[config.mk]
export PLATFORM = sky130hd
export DESIGN_NAME = pipe_stage
export DESIGN_NICKNAME = d
export VERILOG_FILES = /design/src/rtl/pipe_stage.sv
export SDC_FILE = /design/constraint.sdc
export NUM_CORES = 1
export LEC_CHECK = 0
export CAP_MARGIN = 25
export CORE_MARGIN = 4
export CORE_UTILIZATION = 45
export DETAILED_ROUTE_END_ITERATION = 10
export PLACE_DENSITY = 0.89
export SYNTH_ARGS = -nofsm -noshare
export SYNTH_HDL_FRONTEND = slang
export SYNTH_SLANG_ARGS = --single-unit
[constraint.sdc]
create_clock -name clk -period 3.15 [get_ports clk]
set_clock_uncertainty 0.1 [all_clocks]
set_input_delay 0.945 -clock clk [delete_from_list [all_inputs] [get_ports clk]]
set_output_delay 0.945 -clock clk [all_outputs]
set_load 0.02 [all_outputs]
[src/rtl/pipe_stage.sv]
// pipe_stage: one-cycle valid/ready register slice with always-propagate sideband and saturating stall counter.
// Define PIPE_STAGE_SKID_EN for a two-entry skid buffer with registered in_ready; default is a single entry.
module pipe_stage #(
  parameter int unsigned       DATA_W    = 32,
  parameter int unsigned       SIDE_W    = 1,
  parameter int unsigned       CNT_W     = 16,
  parameter logic [DATA_W-1:0] RESET_VAL = '0
) (
  input  logic              clk,
  input  logic              rst,
  input  logic              in_valid,
  output logic              in_ready,
  input  logic [DATA_W-1:0] in_data,
  input  logic [SIDE_W-1:0] in_side,
  output logic              out_valid,
  input  logic              out_ready,
  output logic [DATA_W-1:0] out_data,
  output logic [SIDE_W-1:0] out_side,
  input  logic              flush,
  output logic [CNT_W-1:0]  stall_cnt
);

  typedef enum logic [1:0] {
    EMPTY = 2'd0,
    ONE   = 2'd1,
    TWO   = 2'd2
  } state_t;

  state_t              r_state;
  state_t              w_state_nxt;
  logic [DATA_W-1:0]   r_out_data;
  logic [SIDE_W-1:0]   r_out_side;
  logic [CNT_W-1:0]    r_stall_cnt;
  logic                w_acc;
  logic                w_drn;

  assign out_valid = (r_state != EMPTY);
  assign out_data  = r_out_data;
  assign out_side  = r_out_side;
  assign stall_cnt = r_stall_cnt;
  assign w_acc     = in_valid && in_ready;
  assign w_drn     = out_valid && out_ready;

  always_comb begin
    w_state_nxt = r_state;
    if (flush) begin
      w_state_nxt = EMPTY;
    end else begin
      case (r_state)
        EMPTY: if (w_acc) w_state_nxt = ONE;
        ONE: begin
`ifdef PIPE_STAGE_SKID_EN
          if (w_acc && !w_drn) w_state_nxt = TWO;
          else if (!w_acc && w_drn) w_state_nxt = EMPTY;
`else
          if (!w_acc && w_drn) w_state_nxt = EMPTY;
`endif
        end
        TWO:     if (w_drn) w_state_nxt = ONE;
        default: w_state_nxt = EMPTY;
      endcase
    end
  end

  always_ff @(posedge clk or posedge rst) begin
    if (rst) r_state <= EMPTY;
    else     r_state <= w_state_nxt;
  end

`ifdef PIPE_STAGE_SKID_EN
  logic [DATA_W-1:0] r_skid_data;
  logic              r_in_ready;

  // in_ready comes straight from a flop so out_ready never reaches it combinationally.
  assign in_ready = r_in_ready;

  always_ff @(posedge clk or posedge rst) begin
    if (rst) begin
      r_in_ready  <= 1'b1;
      r_skid_data <= '0;
    end else begin
      r_in_ready <= (w_state_nxt != TWO);
      if (!flush && r_state == ONE && w_acc && !w_drn) r_skid_data <= in_data;
    end
  end

  always_ff @(posedge clk or posedge rst) begin
    if (rst) begin
      r_out_data <= RESET_VAL;
    end else if (!flush) begin
      if (r_state == TWO) begin
        if (w_drn) r_out_data <= r_skid_data;
      end else if (w_acc && (r_state == EMPTY || w_drn)) begin
        r_out_data <= in_data;
      end
    end
  end
`else
  assign in_ready = !out_valid || out_ready;

  always_ff @(posedge clk or posedge rst) begin
    if (rst)                  r_out_data <= RESET_VAL;
    else if (!flush && w_acc) r_out_data <= in_data;
  end
`endif

  // Sideband is a plain pipeline register, deliberately blind to handshake and flush.
  always_ff @(posedge clk or posedge rst) begin
    if (rst) r_out_side <= '0;
    else     r_out_side <= in_side;
  end

  always_ff @(posedge clk or posedge rst) begin
    if (rst) begin
      r_stall_cnt <= '0;
    end else if (out_valid && !out_ready && (r_stall_cnt != {CNT_W{1'b1}})) begin
      r_stall_cnt <= r_stall_cnt + CNT_W'(1);
    end
  end

endmodule

==> flow_metrics.env <==
export IMPL_place_congestion=0.746
export IMPL_switching_power_mw=0.527
export IMPL_io_pins=89
export IMPL_diodes=0
export IMPL_cts_tree="built"
export IMPL_die_y_um=76.1
export IMPL_holdCritPathClass="reg -> reg"
export IMPL_cp_top_family="buffers and inverters"
export IMPL_grt_setup_unrepaired="false"
export IMPL_multi_input_area_sq_um=796
export IMPL_syn_cell_area_sq_mm=0.00209
export IMPL_antenna_found_initial=0
export IMPL_setup_violations=0
export IMPL_syn_num_nets=187
export IMPL_cts_root_buf="clkbuf_8"
export IMPL_cp_slowest_cell="clkdlybuf4s50_1"
export IMPL_finalHoldViolations=0
export IMPL_rr_worst_depth=5
export IMPL_hpwl_mm=3.60
export IMPL_slowest_delay_ns=0.50
export IMPL_p_seq_share_pct=46.8
export IMPL_crit_fanout=2
export IMPL_cts_sink_count=50
export IMPL_relSlewSlack_pct=64.9
export IMPL_worstSetupPathType="in -> out"
export IMPL_drv_cap=0
export IMPL_period_share_pct=94.1
export IMPL_drc=0
export IMPL_hold_path_depth=1
export IMPL_postCtsSetupBuffers=0
export IMPL_holdBufCountCts=0
export IMPL_yosys_top_cells_area="dfrtp_1 (60%), mux2_2 (18%), xnor2_1 (3.4%)"
export IMPL_ff_latch_area_sq_mm=0.00125
export IMPL_wire_per_inst_um=15.9
export IMPL_final_nets=282
export IMPL_synthesis_instances=148
export IMPL_numCtsBuffers=5
export IMPL_drt_iter0_drc=43
export IMPL_num_vias=1518
export IMPL_htreeDepth=2
export IMPL_final_layout_size_suffix_gt1_share_pct=22.1
export IMPL_run_status="completed"
export IMPL_grt_pass1_wl_mm=8.02
export IMPL_final_common_cell="clkdlybuf4s50_1"
export IMPL_crit_required_ns=2.10
export IMPL_ant_nets=0
export IMPL_synth_top_area_share_pct=59.9
export IMPL_start_kind="input pin"
export IMPL_min_period_ns=2.96
export IMPL_cp_buffers_inverters=3
export IMPL_syn_avg_cell_area_sq_um=14.1
export IMPL_wl_mm=4.70
export IMPL_synth_top_cell_by_area="dfrtp_1"
export IMPL_yosys_cell_types_count=31
export IMPL_timing_final_max_slew_violations=0
export IMPL_clockBufferDepth=2
export IMPL_worst_pin_slew_ns=0.526
export IMPL_powerDensity_mw_per_mm2=562
export IMPL_first_global_vias=1591
export IMPL_fillers=332
export IMPL_row_count=24
export IMPL_final_cell_mix="clkdlybuf4s50_1 (87), dfrtp_1 (50), mux2_2 (33), xnor2_1 (8), nand3_1 (7)"
export IMPL_core_sq_mm=0.00441
export IMPL_clk_pin_slew_ns=0.08
export IMPL_ys_warnings_count=0
export IMPL_overflow=0
export IMPL_firstDrtPassIters=4
export IMPL_grt_util_all_layers_pct=16.9
export IMPL_p_comb_share_pct=32.2
export IMPL_p_sw_share_pct=29.9
export IMPL_initial_core_util_pct=47.3
export IMPL_clk_latency_ns=0.29
export IMPL_worst_path_stages=4
export IMPL_die_area_sq_mm=0.00580
export IMPL_max_freq_mhz=338
export IMPL_port_buffers=88
export IMPL_p_leak_nw=1.31
export IMPL_final_util_pct=71.1
export IMPL_crit_path_end_kind="primary output"
export IMPL_die_w_um=76.1
export IMPL_hold_slack_ns=0.409
export IMPL_ys_seq_area_share_pct=59.9
export IMPL_pwr_share_clk_pct=21.1
export IMPL_vdd_drop_max_uv=433
export IMPL_arrival_ns=1.92
export IMPL_vias_per_cell=5.13
export IMPL_grt_max_degree=28
export IMPL_ys_ff_latch=50
export IMPL_area_delta_synth_final_pct=50.3
export IMPL_intPower_mw=1.24
export IMPL_crit_chain="clkdlybuf4s50_1, nor2b_4, inv_1, dlygate4sd2_1"
## through the flow
stage	area, sq um	setup WS, ns	setup TNS [ns]	cells	total power, mW
2_1_floorplan	2090	0.855	0	148	1.11
3_3_place_gp	3050	-0.0871	-0.0871	288	1.39
3_5_place_dp	3050	-0.0755	-0.0755	288	1.41
4_1_cts	3140	0.190	0	296	1.79
5_1_grt	3140	0.156	0	296	1.86
6_report	3140	0.187	0	296	1.77
## final cells by class
class / count / share of cell area (%)
Sequential cell: 50 / 39.8
Timing Repair Buffer: 92 / 29.4
Multi-Input combinational cell: 90 / 25.3
Clock buffer: 7 / 2.75
Tap cell: 52 / 2.07
Inverter: 4 / 0.478
Clock inverter: 1 / 0.159
## what timing repair did
item | CTS | global route
setup endpoints to repair | 1 | 0
hold endpoints to repair | 0 | 0
resized for setup | 1 | 0
## power groups by stage
stage / logic, mW / registers, mW / clock network, mW
5_1_grt: 0.605 / 0.843 / 0.415
6_report: 0.568 / 0.826 / 0.372
4_1_cts: 0.576 / 0.827 / 0.386
3_3_place_gp: 0.560 / 0.833 / 0
2_1_floorplan: 0.147 / 0.959 / 0
3_5_place_dp: 0.575 / 0.838 / 0
## metal layers
layer	part of all wire (%)	global-route usage, %	vias up
li1	-	-	718
met1	43	21.9	743
met2	51	28.4	53
met3	5.7	4.73	4
met4	0.62	3.15	0
met5	0	0	-
## sequential cells by signal, indices dropped and copies added (netlist names)
signal     cells
out_side       1
r_state        1
out_data      32
stall_cnt     16
## cell usage after synthesis
cell type,n
a21boi_0,1
a21oi_1,4
a31oi_1,4
and2_1,1
and3_1,2
and3_2,2
and4_1,1
and4_4,2
buf_4,3
buf_6,1
dfrtp_1,50
ha_1,1
inv_1,4
mux2_2,33
mux2_4,1
mux2i_1,1
nand2_1,3
nand3_1,7
nand4_1,3
nand4_4,1
nand4b_1,1
nor2_1,5
nor2b_1,1
nor2b_4,1
nor3_1,1
nor3b_2,1
o211ai_1,1
o21a_4,1
o21ai_0,2
xnor2_1,8
xor2_1,1
## path summary, 6_finish.rpt
kind                                             to  slack [ns]                     start
max                                        in_ready        0.19                 out_ready
min                         out_data[4]$_DFFE_PP0P_        0.41   out_data[4]$_DFFE_PP0P_
max reg2reg                stall_cnt[1]$_DFFE_PP0P_        1.34  stall_cnt[0]$_DFFE_PP0P_
min reg2reg                 out_data[4]$_DFFE_PP0P_        0.41   out_data[4]$_DFFE_PP0P_
max in group asynchronous   out_data[3]$_DFFE_PP0P_        1.51                       rst
min in group asynchronous    r_state[0]$_DFFE_PP0P_        0.91                       rst
## cell families after synthesis
logic type	Yosys count	share of synthesized area [%]
flops	50	59.9
mux	35	19.0
simple gates	32	10.4
compound gates	13	4.07
xor+xnor	9	3.77
buf+inv	8	2.34
fa+ha+maj	1	0.599
(Power assumes the default switching activity.)
